--- config.mk ---
export PLATFORM = sky130hd
export DESIGN_NAME = pico_tx_controller_flat
export DESIGN_NICKNAME = d
export VERILOG_FILES = /design/src/rtl/pico_tx_controller_if.sv /design/src/rtl/pico_tx_controller.sv /design/src/flat_wrapper.sv
export SDC_FILE = /design/constraint.sdc
export NUM_CORES = 1
export LEC_CHECK = 0
export CAP_MARGIN = 40
export CORE_UTILIZATION = 30
export CTS_BUF_LIST = sky130_fd_sc_hd__clkbuf_8
export DETAILED_ROUTE_END_ITERATION = 16
export HOLD_SLACK_MARGIN = 0.12
export PLACE_DENSITY = 0.57
export SLEW_MARGIN = 20
export SYNTH_ARGS = -nofsm -noshare
export SYNTH_HDL_FRONTEND = slang
export SYNTH_SLANG_ARGS = --single-unit
--- constraint.sdc ---
create_clock -name iclk -period 2.5 [get_ports iclk]
set_clock_uncertainty 0.15 [all_clocks]
set_input_delay 0.25 -clock iclk [delete_from_list [all_inputs] [get_ports iclk]]
set_output_delay 0.25 -clock iclk [all_outputs]
set_load 0.01 [all_outputs]
--- src/rtl/pico_tx_controller_if.sv ---
// Byte stream feeding the PICO transmitter: valid/ready handshake plus an end-of-transaction flag.
interface pico_tx_controller_if;
    logic [7:0] tx_data;
    logic       tx_valid;
    logic       tx_last;
    logic       tx_ready;

    modport master (output tx_data, output tx_valid, output tx_last, input tx_ready);
    modport slave  (input tx_data, input tx_valid, input tx_last, output tx_ready);
endinterface

--- src/rtl/pico_tx_controller.sv ---
// PICO link transmitter: serialises stream bytes MSB first on sclk/serial_out, framing with idle gaps.
// Optional build macro PICO_TX_ADDR_CHECK_EN rejects a 0x00 address byte.
module pico_tx_controller #(
    parameter int unsigned CLK_DIV    = 2,
    parameter int unsigned GAP_CYCLES = 16
) (
    input  logic                 iclk,
    input  logic                 rstn,
    pico_tx_controller_if.slave  tx,
    output logic                 sclk,
    output logic                 serial_out,
    output logic                 busy,
    output logic                 done,
    output logic                 err
);
    localparam int unsigned     HcW     = (CLK_DIV > 1) ? $clog2(CLK_DIV) : 1;
    localparam int unsigned     GapW    = $clog2(GAP_CYCLES + 1);
    localparam logic [HcW-1:0]  HcLast  = HcW'(CLK_DIV - 1);
    localparam logic [GapW-1:0] GapLast = GapW'(GAP_CYCLES - 1);
    localparam logic [GapW-1:0] GapEnd  = GapW'(GAP_CYCLES);

    typedef enum logic [1:0] {StIdle, StShift, StWait, StGap} state_e;

    state_e          state_q, state_d;
    logic [7:0]      shreg_q, shreg_d;
    logic            last_q, last_d;
    logic [HcW-1:0]  half_q, half_d;
    logic [2:0]      bit_q, bit_d;
    logic [GapW-1:0] cnt_q, cnt_d;
    logic            sclk_q, sclk_d;
    logic            done_q, done_d;
    logic            err_q, err_d;
    logic            rdy_en_q;
    logic            tx_ready_int;
    logic            accept;
    logic            load;

    // Held low for the first cycle after reset so tx_ready never depends on rstn directly.
    assign tx_ready_int = rdy_en_q & ((state_q == StIdle) | (state_q == StWait));
    assign tx.tx_ready  = tx_ready_int;
    assign accept       = tx.tx_valid & tx_ready_int;

    assign sclk       = sclk_q;
    assign serial_out = shreg_q[7];
    assign done       = done_q;
    assign err        = err_q;
    // The done cycle is still spent in StGap; an err cycle may already be back in StIdle.
    assign busy       = (state_q != StIdle) | err_q;

    always_comb begin
        state_d = state_q;
        shreg_d = shreg_q;
        last_d  = last_q;
        half_d  = half_q;
        bit_d   = bit_q;
        cnt_d   = cnt_q;
        sclk_d  = sclk_q;
        done_d  = 1'b0;
        err_d   = 1'b0;
        load    = 1'b0;

        case (state_q)
            StIdle: begin
                if (accept) begin
`ifdef PICO_TX_ADDR_CHECK_EN
                    if (tx.tx_data == 8'h00) begin
                        err_d = 1'b1;
                    end else begin
                        load = 1'b1;
                    end
`else
                    load = 1'b1;
`endif
                end
            end
            StShift: begin
                if (half_q != HcLast) begin
                    half_d = half_q + 1'b1;
                end else if (!sclk_q) begin
                    sclk_d = 1'b1;
                    half_d = '0;
                end else begin
                    sclk_d = 1'b0;
                    half_d = '0;
                    bit_d  = bit_q + 3'd1;
                    if (bit_q == 3'd7) begin
                        cnt_d = '0;
                        if (last_q) begin
                            state_d = StGap;
                            shreg_d = '0;
                        end else begin
                            // serial_out keeps bit 0 while waiting for the next byte
                            state_d = StWait;
                        end
                    end else begin
                        shreg_d = {shreg_q[6:0], 1'b0};
                    end
                end
            end
            StWait: begin
                if (accept) begin
                    load = 1'b1;
                end else if (cnt_q == GapLast) begin
                    err_d   = 1'b1;
                    state_d = StIdle;
                end else begin
                    cnt_d = cnt_q + 1'b1;
                end
            end
            StGap: begin
                if (cnt_q == GapEnd) begin
                    state_d = StIdle;
                end else begin
                    cnt_d = cnt_q + 1'b1;
                    if (cnt_q == GapLast) begin
                        done_d = 1'b1;
                    end
                end
            end
            default: state_d = StIdle;
        endcase

        if (load) begin
            state_d = StShift;
            shreg_d = tx.tx_data;
            last_d  = tx.tx_last;
            half_d  = '0;
            bit_d   = '0;
            sclk_d  = 1'b0;
        end
    end

    always_ff @(posedge iclk) begin
        if (!rstn) begin
            state_q  <= StIdle;
            shreg_q  <= '0;
            last_q   <= 1'b0;
            half_q   <= '0;
            bit_q    <= '0;
            cnt_q    <= '0;
            sclk_q   <= 1'b0;
            done_q   <= 1'b0;
            err_q    <= 1'b0;
            rdy_en_q <= 1'b0;
        end else begin
            state_q  <= state_d;
            shreg_q  <= shreg_d;
            last_q   <= last_d;
            half_q   <= half_d;
            bit_q    <= bit_d;
            cnt_q    <= cnt_d;
            sclk_q   <= sclk_d;
            done_q   <= done_d;
            err_q    <= err_d;
            rdy_en_q <= 1'b1;
        end
    end
endmodule

--- src/flat_wrapper.sv ---
// flat-port wrapper written by rule: the top's interface ports become plain ports
module pico_tx_controller_flat 
#(
    parameter int unsigned CLK_DIV    = 2,
    parameter int unsigned GAP_CYCLES = 16
)
  (iclk, rstn, sclk, serial_out, busy, done, err, tx_tx_data, tx_tx_valid, tx_tx_last, tx_tx_ready);
  pico_tx_controller_if tx_i ();
  input  logic iclk;
  input  logic rstn;
  output logic sclk;
  output logic serial_out;
  output logic busy;
  output logic done;
  output logic err;
  input wire logic [$bits(tx_i.tx_data)-1:0] tx_tx_data;
  input wire logic [$bits(tx_i.tx_valid)-1:0] tx_tx_valid;
  input wire logic [$bits(tx_i.tx_last)-1:0] tx_tx_last;
  output wire logic [$bits(tx_i.tx_ready)-1:0] tx_tx_ready;
  assign tx_i.tx_data = tx_tx_data;
  assign tx_i.tx_valid = tx_tx_valid;
  assign tx_i.tx_last = tx_tx_last;
  assign tx_tx_ready = tx_i.tx_ready;
  pico_tx_controller #(.CLK_DIV(CLK_DIV), .GAP_CYCLES(GAP_CYCLES)) u_core (.iclk(iclk), .rstn(rstn), .tx(tx_i), .sclk(sclk), .serial_out(serial_out), .busy(busy), .done(done), .err(err));
endmodule
; Word-level counts from Yosys, hierarchy flattened
; Cells that the tools add are included.
[op_classes]
bitwise_logic = 7
muxes = 28
n_reduce_logical = 17
n_eq_ne = 21
n_addsub = 3
[ops]
columns = op, count
row1 = $mux 8, 6
row2 = $mux 5, 6
row3 = $reduce_and 7->1, 3
row4 = $ne 3x1->1 const B, 5
row5 = $pmux 5 s3, 1
row6 = $mux 2, 6
row7 = $mux 1, 8
row8 = $ne 2x1->1 const B, 4
row9 = $ne 2x2->1 const B, 4
row10 = $reduce_bool 2->1, 4
row11 = $pmux 2 s3, 1
row12 = $reduce_or 3->1, 2
row13 = $add 5x1->5 const B, 1
row14 = $eq 5x4->1 const B, 1
row15 = $eq 5x5->1 const B, 1
row16 = $eq 2x2->1 const B, 2
row17 = $reduce_and 4->1, 1
row18 = $reduce_bool 4->1, 1
row19 = $reduce_or 2->1, 2
row20 = $add 3x1->3 const B, 1
row21 = $eq 3x3->1 const B, 1
row22 = $ne 3x2->1 const B, 1
row23 = $ne 3x3->1 const B, 1
row24 = $not 1->1, 3
row25 = 8 further kinds, 10
[totals]
wordCells = 87
regBits = 24
out_inout_bits = 6
input_bits = 12

; Depth between registers and ports, before layout
; Gate-level depths: netlist of the first run.
[logic_depth]
depth_word = 8
depth_mapped = 8

; Least setup slack after synthesis of the first run
; No wires, ideal clock.
[synth_path]
kind = register to register
start = register u_core.cnt_q[0]
end = register u_core.cnt_q[3]
t_arrival_ns = 1.613
path_slack_ns = 0.649
path_stages_with_launch = 8
period_less_slack_ns = 1.851
cell_sequence = dfxtp_1 > ha_1 > and3_2 > ha_1 > and2b_1 > a21o_1 > nand3_4 > o32ai_2
[synth_between]
elab_chain_len = 4
[synth_rtl]
columns = item, line
row1 = "start, declared", pico_tx_controller.sv:29  ; logic [GapW-1:0] cnt_q, cnt_d;
row2 = "start signal, assigned", pico_tx_controller.sv:151  ; cnt_q <= cnt_d;
row3 = $add 5x1->5, "pico_tx_controller.sv:107, pico_tx_controller.sv:114"
row4 = $mux 5, pico_tx_controller.sv:103  ; end else if (cnt_q == GapLast) begin
row5 = $mux 5, pico_tx_controller.sv:101  ; if (accept) begin
row6 = $pmux 5 s3, pico_tx_controller.sv:62  ; case (state_q)
; Several ways; a longest one is shown, not always the timed one. The select of a mux whose other input is x is not followed.
; A chain may end at the register's enable or synchronous reset.

; Worst setup path in the final report of the first run
[layout_path]
start = register u_core.state_q[1]
end = output busy
[layout_between]
elab_chain_len = 2
[layout_rtl]
columns = item, line
row1 = "start, declared", pico_tx_controller.sv:24  ; state_e state_q, state_d;
row2 = "start signal, assigned", pico_tx_controller.sv:135  ; state_q <= StIdle;
row3 = "start signal, assigned", pico_tx_controller.sv:146  ; state_q <= state_d;
row4 = $reduce_bool 2->1, pico_tx_controller.sv:48  ; assign busy = (state_q != StIdle) | err_q;
row5 = $or 1x1->1, pico_tx_controller.sv:48
row6 = "end, declared", flat_wrapper.sv:13  ; output logic busy;
; No other way between the ends.

==> results of run 1 <==
worst min-delay path by stage:
stage | endpoint | startpoint
finish | u_core.last_q | u_core.last_q
detailed placement | u_core.last_q | u_core.last_q
global route | u_core.last_q | u_core.last_q
global placement | u_core.cnt_q[4] | u_core.cnt_q[4]
floorplan | u_core.rdy_en_q | rstn
CTS | u_core.last_q | u_core.last_q
power by group through the flow:
| stage | combinational [mW] | clock (mW) | sequential (mW) |
|---|---|---|---|
| 6_report | 0.0706 | 0.339 | 0.406 |
| 5_1_grt | 0.0787 | 0.374 | 0.409 |
| 4_1_cts | 0.0717 | 0.348 | 0.406 |
| 3_5_place_dp | 0.0714 | 0 | 0.415 |
| 3_3_place_gp | 0.0699 | 0 | 0.415 |
| 2_1_floorplan | 0.0398 | 0 | 0.411 |
tightest hold or removal path, stage by stage, from the launching register on:
cell and delay (ps):
dfxtp_1 320, nand2_1 50, a21boi_0 70
registers in the layout, summed over array words and instances, names as in the netlist:
| name | flops |
|---|---|
| u_core.shreg_q | 8 |
| u_core.cnt_q | 5 |
| u_core.bit_q | 3 |
| u_core.state_q | 2 |
| u_core.done | 1 |
| u_core.err | 1 |
| u_core.half_q | 1 |
| u_core.last_q | 1 |
| u_core.rdy_en_q | 1 |
| u_core.sclk | 1 |
cells by family (layout without fill, tap and decap cells):
group	after synthesis	after routing	synth area share
xor+xnor	3	3	0.02168
simple gates	52	52	0.2745
fa+ha+maj	5	5	0.05160
compound gates	34	34	0.1724
mux	5	5	0.04128
buf+inv	11	28	0.04231
flops	24	24	0.3963
layout make-up:
| type | count | area [um2] | share of cell area |
|---|---|---|---|
| multi-input cells | 99 | 680.7 | 0.4526 |
| flip-flops and latches | 24 | 480.5 | 0.3195 |
| repair buffers | 21 | 200.2 | 0.1331 |
| inverters | 3 | 11.26 | 0.007488 |
| well taps | 48 | 60.06 | 0.03993 |
| clock inverters | 1 | 30.03 | 0.01997 |
| clock buffers | 3 | 41.29 | 0.02745 |
layout by cell type, fill, tap and decap left out, drive strengths merged, types with 3 or more instances in the layout:
| master | netlist | final |
|---|---|---|
| a21oi | 15 | 15 |
| a21boi | 4 | 4 |
| mux2i | 5 | 5 |
| o21ai | 7 | 7 |
| inv | 3 | 3 |
| nor3b | 7 | 7 |
| nand3 | 8 | 8 |
| ha | 5 | 5 |
| clkdlybuf4s50 | 0 | 17 |
| nor2 | 7 | 7 |
| clkbuf | 2 | 3 |
| nor2b | 4 | 4 |
| dfxtp | 24 | 24 |
| buf | 6 | 4 |
| nand2 | 14 | 14 |
routing by layer:
metal | wire (um) | track usage | vias to the layer above
met5 | 0 | 0 | -
met4 | 14 | 0.03804 | 0
met3 | 84 | 0.04340 | 2
met2 | 1246 | 0.2268 | 12
met1 | 1076 | 0.1519 | 476
li1 | - | - | 508
==> run_results.csv, run 1 <==
group,metric,value,unit
detailed_routing,first_iter_violations,38,
min_path,worstHoldPathCells,2,
cts,cts_resized,0,
sta,period_minus_slack,2037,ps
setup_path,cp.arrival,1640,ps
logic_synthesis,synthTopCellsByCount,"dfxtp_1 (24), a21oi_1 (15), nand2_1 (14)",
setup_path,cp_max_fo,17,
power,power_density,542.2,nW/um2
power,internal-power,0.6498,mW
grt,grt_max_degree,18,
cts,clk_path_buf_depth,2,
placed_design,gp_congestion,0.7052,
grt,grt_pass1_vias,948,
sta,hold_ws,330.9,ps
power,p_switching,0.1656,mW
detailed_routing,dr.pass1.iters,4,
cts,htree_levels,1,
cts,clkSinkCount,24,
power,power_leakage,0.5550,nW
logic_synthesis,synth_edf_count,0,
setup_path,cp_slowest_cell,"clkdlybuf4s50_1",
setup_path,crit_family,"buffers and inverters",
setup_path,max_stage_delay,480,ps
sta,tns,0,ps
setup_path,rrSetupSlack,510,ps
cts,cts_inserted_buffers,3,
die,ioPinCount,18,
setup_path,endpoint_kind,"output pin",
sta,period_share,0.8148,
setup_path,r2r-end,"u_core.cnt_q[3]",
detailed_routing,wirelength,2.421,mm
placed_design,portBuffers,17,
finish,fin_cells,199,
cts,insertion_delay,270,ps
logic_synthesis,syn-cell-area,1212,um2
sta,hold_violations,0,
die,core_area,3771,um2
setup_path,cp-endpoint,"busy",
sta,slew_violations,0,
flow_run,maxCapViolCount,0,
setup_path,critPathKind,"reg2out",
logic_synthesis,avgSynthCellArea,9.048,um2
cts,hold_buffers,0,
power,seqPwrFrac,0.498,
cts,cts_setup_buffers,0,
placed_design,place_inst,195,
finish,num-fill-cells,385,
logic_synthesis,synth_top_area_cell,"dfxtp_1",
power,clockPowerShare,0.415,
finish,utilization,0.3988,
sta,worst_slew_pin_slew,513.9,ps
finish,fin_area,1504,um2
finish,fin_nets,169,
power,finalPower,0.8154,mW
setup_path,cp_cell_sequence,"or3_1 -> clkdlybuf4s50_1",
finish,antenna_cells,0,
logic_synthesis,yosysWarnings,0,
detailed_routing,wl_per_cell,12.17,um
power,ir_drop,258.8,uV
logic_synthesis,synthFlopType,"dfxtp_1",
setup_path,critPathLaunch,"u_core.state_q[1]",
placed_design,placed_cell_area,1433,um2
setup_path,r2r_cells,7,
die,initial_utilization,0.3215,
cts,cts_tree,"done",
outcome,status,"finished clean",
min_path,hold_class,"reg2reg",
finish,syn_to_final_growth,24.05,%
setup_path,r2r-start,"u_core.cnt_q[0]",
grt,grt_pass1_wl,4.353,mm
grt,antenna_found_initial,0,
die,die_x,65.57,um
sta,slew_headroom,0.6569,
sta,rsz0062_at_grt,"no",
logic_synthesis,ys_seq_area_frac,0.3963,
logic_synthesis,ys_types,36,
logic_synthesis,synth.area.top_cells,"dfxtp_1 (40%), nor3b_2 (7.2%), a21oi_1 (6.2%)",
logic_synthesis,synth_seq_cells,24,
die,die-area,4299,um2
sta,fin_ws,463.0,ps
setup_path,worst-path-buf-inv,1,
placed_design,place_ws,546.7,ps
detailed_routing,viasPerCell,5.015,
logic_synthesis,synth-async-reset-ratio,0,
cts,path_clk_slew,80,ps
detailed_routing,antenna_left,0,
logic_synthesis,synth_fp_nets,151,
grt,track_usage,0.1310,
cts,cts_root_buffer,"clkbuf_8",
detailed_routing,num_vias,998,
die,chipHeight,65.57,um
finish,drive_above_1_share,0.1325,
sta,finalSetupViolCount,0,
logic_synthesis,syn_inst,134,
setup_path,critPathLaunchType,"register",
grt,overflow,0,
power,p_sw_frac,0.2031,
logic_synthesis,synth.most_common_cell,"dfxtp_1",
setup_path,worst-path-stages,2,
power,p_comb_frac,0.087,
detailed_routing,drc,0,
placed_design,post-dp-hpwl,1.760,mm
setup_path,cp.required,2100,ps
logic_synthesis,yosysTopAreaCellShare,0.3963,
sta,max_clock_freq,0.4909,GHz
die,rows,22,
(Power assumes the default switching activity.)
==> inputs of run 2 (changes only) <==
- PLACE_DENSITY: 0.57 -> 0.59
- clock period: 2.5 -> 1.8 ns (I/O delays scaled with it)
==> run_results.csv, run 2 (same netlist as run 1, synthesis figures left out) <==
group,metric,value,unit
outcome,status,"finished clean",
power,clockPowerShare,0.414,
placed_design,place_inst,203,
flow_run,maxCapViolCount,0,
sta,worst_slew_pin_slew,310.9,ps
power,p_switching,0.2356,mW
die,die-area,4299,um2
finish,reg_top3,"u_core.shreg_q x8, u_core.cnt_q x5, u_core.bit_q x3",
placed_design,portBuffers,17,
cts,insertion_delay,260,ps
power,p_comb_frac,0.093,
sta,finalSetupViolCount,0,
finish,largest_reg_flops,8,
power,p_sw_frac,0.2062,
cts,hold_buffers,0,
die,rows,22,
grt,antenna_found_initial,0,
finish,fin_nets,178,
setup_path,cp.required,1830,ps
sta,max_clock_freq,0.5643,GHz
die,core_area,3771,um2
grt,grt_pass1_vias,1048,
cts,clk_path_buf_depth,2,
setup_path,r2r_cells,7,
placed_design,post-dp-hpwl,1.987,mm
detailed_routing,viasPerCell,4.918,
power,internal-power,0.9072,mW
cts,path_clk_slew,80,ps
finish,drive_above_1_share,0.2250,
setup_path,critPathKind,"reg2reg",
detailed_routing,antenna_left,0,
setup_path,endpoint_kind,"register",
sta,period_minus_slack,1772,ps
power,seqPwrFrac,0.492,
detailed_routing,dr.pass1.iters,3,
grt,overflow,0,
finish,fin_cells,208,
placed_design,gp_congestion,0.7245,
finish,syn_to_final_growth,32.82,%
finish,layout_common_cells,"dfxtp_1 (21), clkdlybuf4s50_1 (16), a21oi_1 (15), nand2_1 (14), buf_4 (13)",
cts,cts_root_buffer,"clkbuf_8",
power,ir_drop,269.7,uV
cts,cts_inserted_buffers,3,
grt,grt_max_degree,17,
power,power_leakage,0.6050,nW
setup_path,cp.arrival,1800,ps
die,chipHeight,65.57,um
finish,final_common_cell,"dfxtp_1",
sta,hold_violations,0,
detailed_routing,wl_per_cell,12.85,um
detailed_routing,first_iter_violations,19,
setup_path,cp_max_fo,4,
cts,clkSinkCount,24,
cts,htree_levels,1,
sta,rsz0062_at_grt,"yes",
setup_path,critPathLaunchType,"register",
sta,slew_violations,0,
grt,grt_pass1_wl,4.802,mm
die,initial_utilization,0.3215,
cts,cts_tree,"done",
power,power_density,709.7,nW/um2
detailed_routing,drc,0,
die,die_x,65.57,um
grt,track_usage,0.1457,
power,finalPower,1.143,mW
detailed_routing,num_vias,1023,
die,ioPinCount,18,
min_path,hold_class,"reg2reg",
finish,top_register,"u_core.shreg_q",
sta,slew_headroom,0.7918,
finish,antenna_cells,0,
setup_path,rrSetupSlack,30,ps
sta,period_share,0.9844,
min_path,worstHoldPathCells,2,
detailed_routing,wirelength,2.673,mm
==> run 2: cell count changes in the layout (fill, tap and decap cells not counted), sizes merged <==
cell / before / now
dlygate4sd2: 0 / 1
clkdlybuf4s50: 17 / 16
buf: 4 / 13
==> run 2: critical path: stages, from the launching register on <==
cell and delay, ps:
dfxtp_2 350, ha_4 160, and3_4 180, ha_4 150
and2b_1 210, a21o_1 180, nand3_4 110, o32ai_2 210
==> run 2: what timing repair did <==
item / CTS / global route
pin swaps: 2 / 2
setup buffers: 1 / 0
setup endpoints to repair: 5 / 11
gates resized for setup: 8 / 2
==> run 2: power groups by stage <==
stage | Sequential (mW) | Clock [mW] | Combinational, mW
after floorplan | 0.571 | 0 | 0.0555
after global placement | 0.574 | 0 | 0.103
after detailed placement | 0.575 | 0 | 0.105
after CTS | 0.563 | 0.484 | 0.107
after global routing | 0.566 | 0.513 | 0.120
final | 0.563 | 0.474 | 0.107
==> run 2: area by class of cell <==
class	instances	area [um2]
sequential	24	484.2
inverter	3	11.26
clock inverter	1	30.03
tap	48	60.06
timing repair buffer	30	266.5
fill	382	2161
clock buffer	3	41.29
multi-input combinational	99	716.9
==> run 2: path summary, 6_finish.rpt <==
kind | start | endpoint
setup / recovery | u_core.cnt_q[1] | u_core.cnt_q[3]
hold / removal | u_core.shreg_q[0] | u_core.shreg_q[0]
setup reg to reg | u_core.cnt_q[1] | u_core.cnt_q[3]
hold reg to reg | u_core.shreg_q[0] | u_core.shreg_q[0]
==> run 2: routing by layer <==
| metal | global-route usage | part of all wire |
|---|---|---|
| met1 | 0.1734 | 0.45 |
| met2 | 0.2680 | 0.51 |
| met3 | 0.02083 | 0.028 |
| met4 | 0.04076 | 0.0030 |
| met5 | 0 | 0 |
==> run 2: stage by stage <==
step / utilization / setup WS, ps / hold slack (ps) / setup TNS, ps / cell area [um2]
after floorplan: - / 29.60 / 57.72 / 0 / 1215
after global placement: 0.3965 / 11.79 / 308.4 / 0 / 1495
after detailed placement: 0.3965 / -39.27 / 315.6 / -42.86 / 1495
after CTS: 0.4250 / -34.53 / 330.7 / -34.53 / 1603
after global routing: 0.4270 / -45.45 / 339.7 / -70.71 / 1610
final: 0.4270 / 28.01 / 323.4 / 0 / 1610
==> RTL edit: new RTL, flow settings as in run 1 <==
`GAP_CYCLES` is set to 16 in 2 places; all go to 32.
--- a/src/rtl/pico_tx_controller.sv
+++ b/src/rtl/pico_tx_controller.sv
@@ -4,3 +4,3 @@
     parameter int unsigned CLK_DIV    = 2,
-    parameter int unsigned GAP_CYCLES = 16
+    parameter int unsigned GAP_CYCLES = 32
 ) (
--- a/src/flat_wrapper.sv
+++ b/src/flat_wrapper.sv
@@ -4,3 +4,3 @@
     parameter int unsigned CLK_DIV    = 2,
-    parameter int unsigned GAP_CYCLES = 16
+    parameter int unsigned GAP_CYCLES = 32
 )
Behaviour: same outputs for any inputs over 10 cycles, from zero or initial values and one cycle with rstn low; that may be too few to reach the edited logic, so the function may still have changed.
==> RTL edit against run 1 <==
Highest routed layer unchanged. Setup slack worse by 0.097 ns. Utilization fell by 2.1 points. Wire length is 0.25% higher. Register-to-register slack worse by 0.14 ns. Via count is 1.5% higher. Design area rose by 1.2%. Global-route usage down 1.1 points. Critical path type is now reg2reg. Sequential cell count is 1 higher. Power fell by 7.5%. Synthesized area up 5.0%. Sequential power rose by 3%. Maximum frequency down 4.6%.
==> RTL edit: results (changes against run 1) <==
| Metric | Value |
|---|---|
| Asr flop ratio synth | `0 (unchanged)` |
| Net Switching | `0.0001805 W (+9.0%)` |
| Multi-input logic portion of the cell area | `0.4589 (+0.006302)` |
| Worst hold path class | `reg2reg` |
| Post-synthesis sequential area ratio | `0.3933 (-0.002971)` |
| Top cells by area, synth | `dfxtp_1, o211a_1, nand2_1, ha_1, a21oi_1` |
| Cell variety after synth | `42 (+17%)` |
| WL/cell | `11.96 um (-1.7%)` |
| Vias in the first global route | `920 (-3.0%)` |
| Antenna violations before repair | `0 (unchanged)` |
| DRC viols | `0 (unchanged)` |
| # diodes | `0 (unchanged)` |
| Final clock-cell share | `0.03207 (-0.01535)` |
| Largest net degree at the start of global routing | `19 (+1)` |
| Hold_sp | `u_core.shreg_q[5]` |
| Sequential share of cell area | `0.3289 (+0.009479)` |
| Multi-input gates | `99 (unchanged)` |
| Synth Warn # | `0 (unchanged)` |
| Mapped Nets | `153 (+1.3%)` |
| All-layer global routing usage | `0.1195 (-0.01149)` |
| Total vias in the final route | `1013 (+1.5%)` |
| First-pass GRT wire length | `4.126 mm (-5.2%)` |
| Crit path DAT | `2.15 ns (+0.51 ns)` |
| Fillers | `408 (+6.0%)` |
| Status | `complete, no violations` |
| CP max FO | `15 (-2)` |
| Reg2reg start | `u_core.bit_q[0]` |
| RD Place Congestion | `0.8009 (+14%)` |
| Commonest cells in the netlist | `dfxtp_1, nand2_1, a21oi_1, nor2_1, o211a_1` |
| CP Class | `reg2reg` |
| Slowest cell on the critical path | `o21bai_2` |
| Root Driver | `clkbuf_8` |
| Slowest stage delay, CP | `0.45 ns (-0.03 ns)` |
| Maximum vdd drop | `0.2229 mV (-14%)` |
| Layout cells sized above 1 | `0.1176 (-0.01480)` |
| Pleak | `0.6440 nW (+16%)` |
| Clk buf depth | `2 (unchanged)` |
| Slew @ Worst Pin | `0.5530 ns (+0.03909 ns)` |
| Iteration-0 DRC Markers | `60 (+58%)` |
| CP delay by family, top | `compound AO/OA/AOI/OAI gates` |
| Num sequential | `25 (+4.2%)` |
| Top Registers | `u_core.shreg_q x8, u_core.cnt_q x6, u_core.bit_q x3` |
| Inverter count | `5 (+2)` |
| Fraction of area in non-clock buffers | `0.1266 (-0.006467)` |
| Dpl hpwl | `1.743 mm (-0.96%)` |
| CTS buffer count | `3 (unchanged)` |
| Final #Nets | `170 (+0.59%)` |
| Non-CTS buffers | `20 (-4.8%)` |
RTL edit: worst paths after layout:
check                      endpoint  slack, ns  depth (start not counted)
setup / recovery  u_core.shreg_q[1]       0.37                          6
hold / removal    u_core.shreg_q[5]       0.35                          1
setup reg to reg  u_core.shreg_q[1]       0.37                          6
hold reg to reg   u_core.shreg_q[5]       0.35                          1
RTL edit: power groups by stage:
stage	Clock (W)	Combinational (W)	Sequential, W
floorplan	0	0.0000579	0.000426
global placement	0	0.0000916	0.000427
detailed placement	0	0.0000928	0.000427
CTS	0.000256	0.0000930	0.000418
global route	0.000266	0.000102	0.000419
finish	0.000244	0.0000924	0.000418
RTL edit: stage by stage:
step	cell area [um^2]	utilization	cells	hold slack, ns	setup WS (ns)
2_1_floorplan	1272	-	137	0.1277	0.6404
3_3_place_gp	1473	0.3655	199	0.3283	0.4760
3_5_place_dp	1473	0.3655	199	0.3320	0.3563
4_1_cts	1521	0.3776	203	0.3579	0.3455
5_1_grt	1521	0.3776	203	0.3705	0.2249
6_report	1521	0.3776	203	0.3541	0.3655
RTL edit: logic make-up (layout without fill, tap and decap cells):
logic type	after synthesis	after routing	synth area share
flops	25	25	0.3933
xor+xnor	3	3	0.02065
simple gates	57	57	0.2616
buf+inv	13	29	0.05801
compound gates	31	31	0.1947
mux	4	4	0.03245
fa+ha+maj	4	4	0.03933
RTL edit: routing by layer:
layer,up-vias,part of all wire,track usage
li1,518,-,-
met1,467,0.50,0.1689
met2,26,0.45,0.1850
met3,2,0.038,0.01541
met4,0,0.0099,0.03989
met5,-,0,0
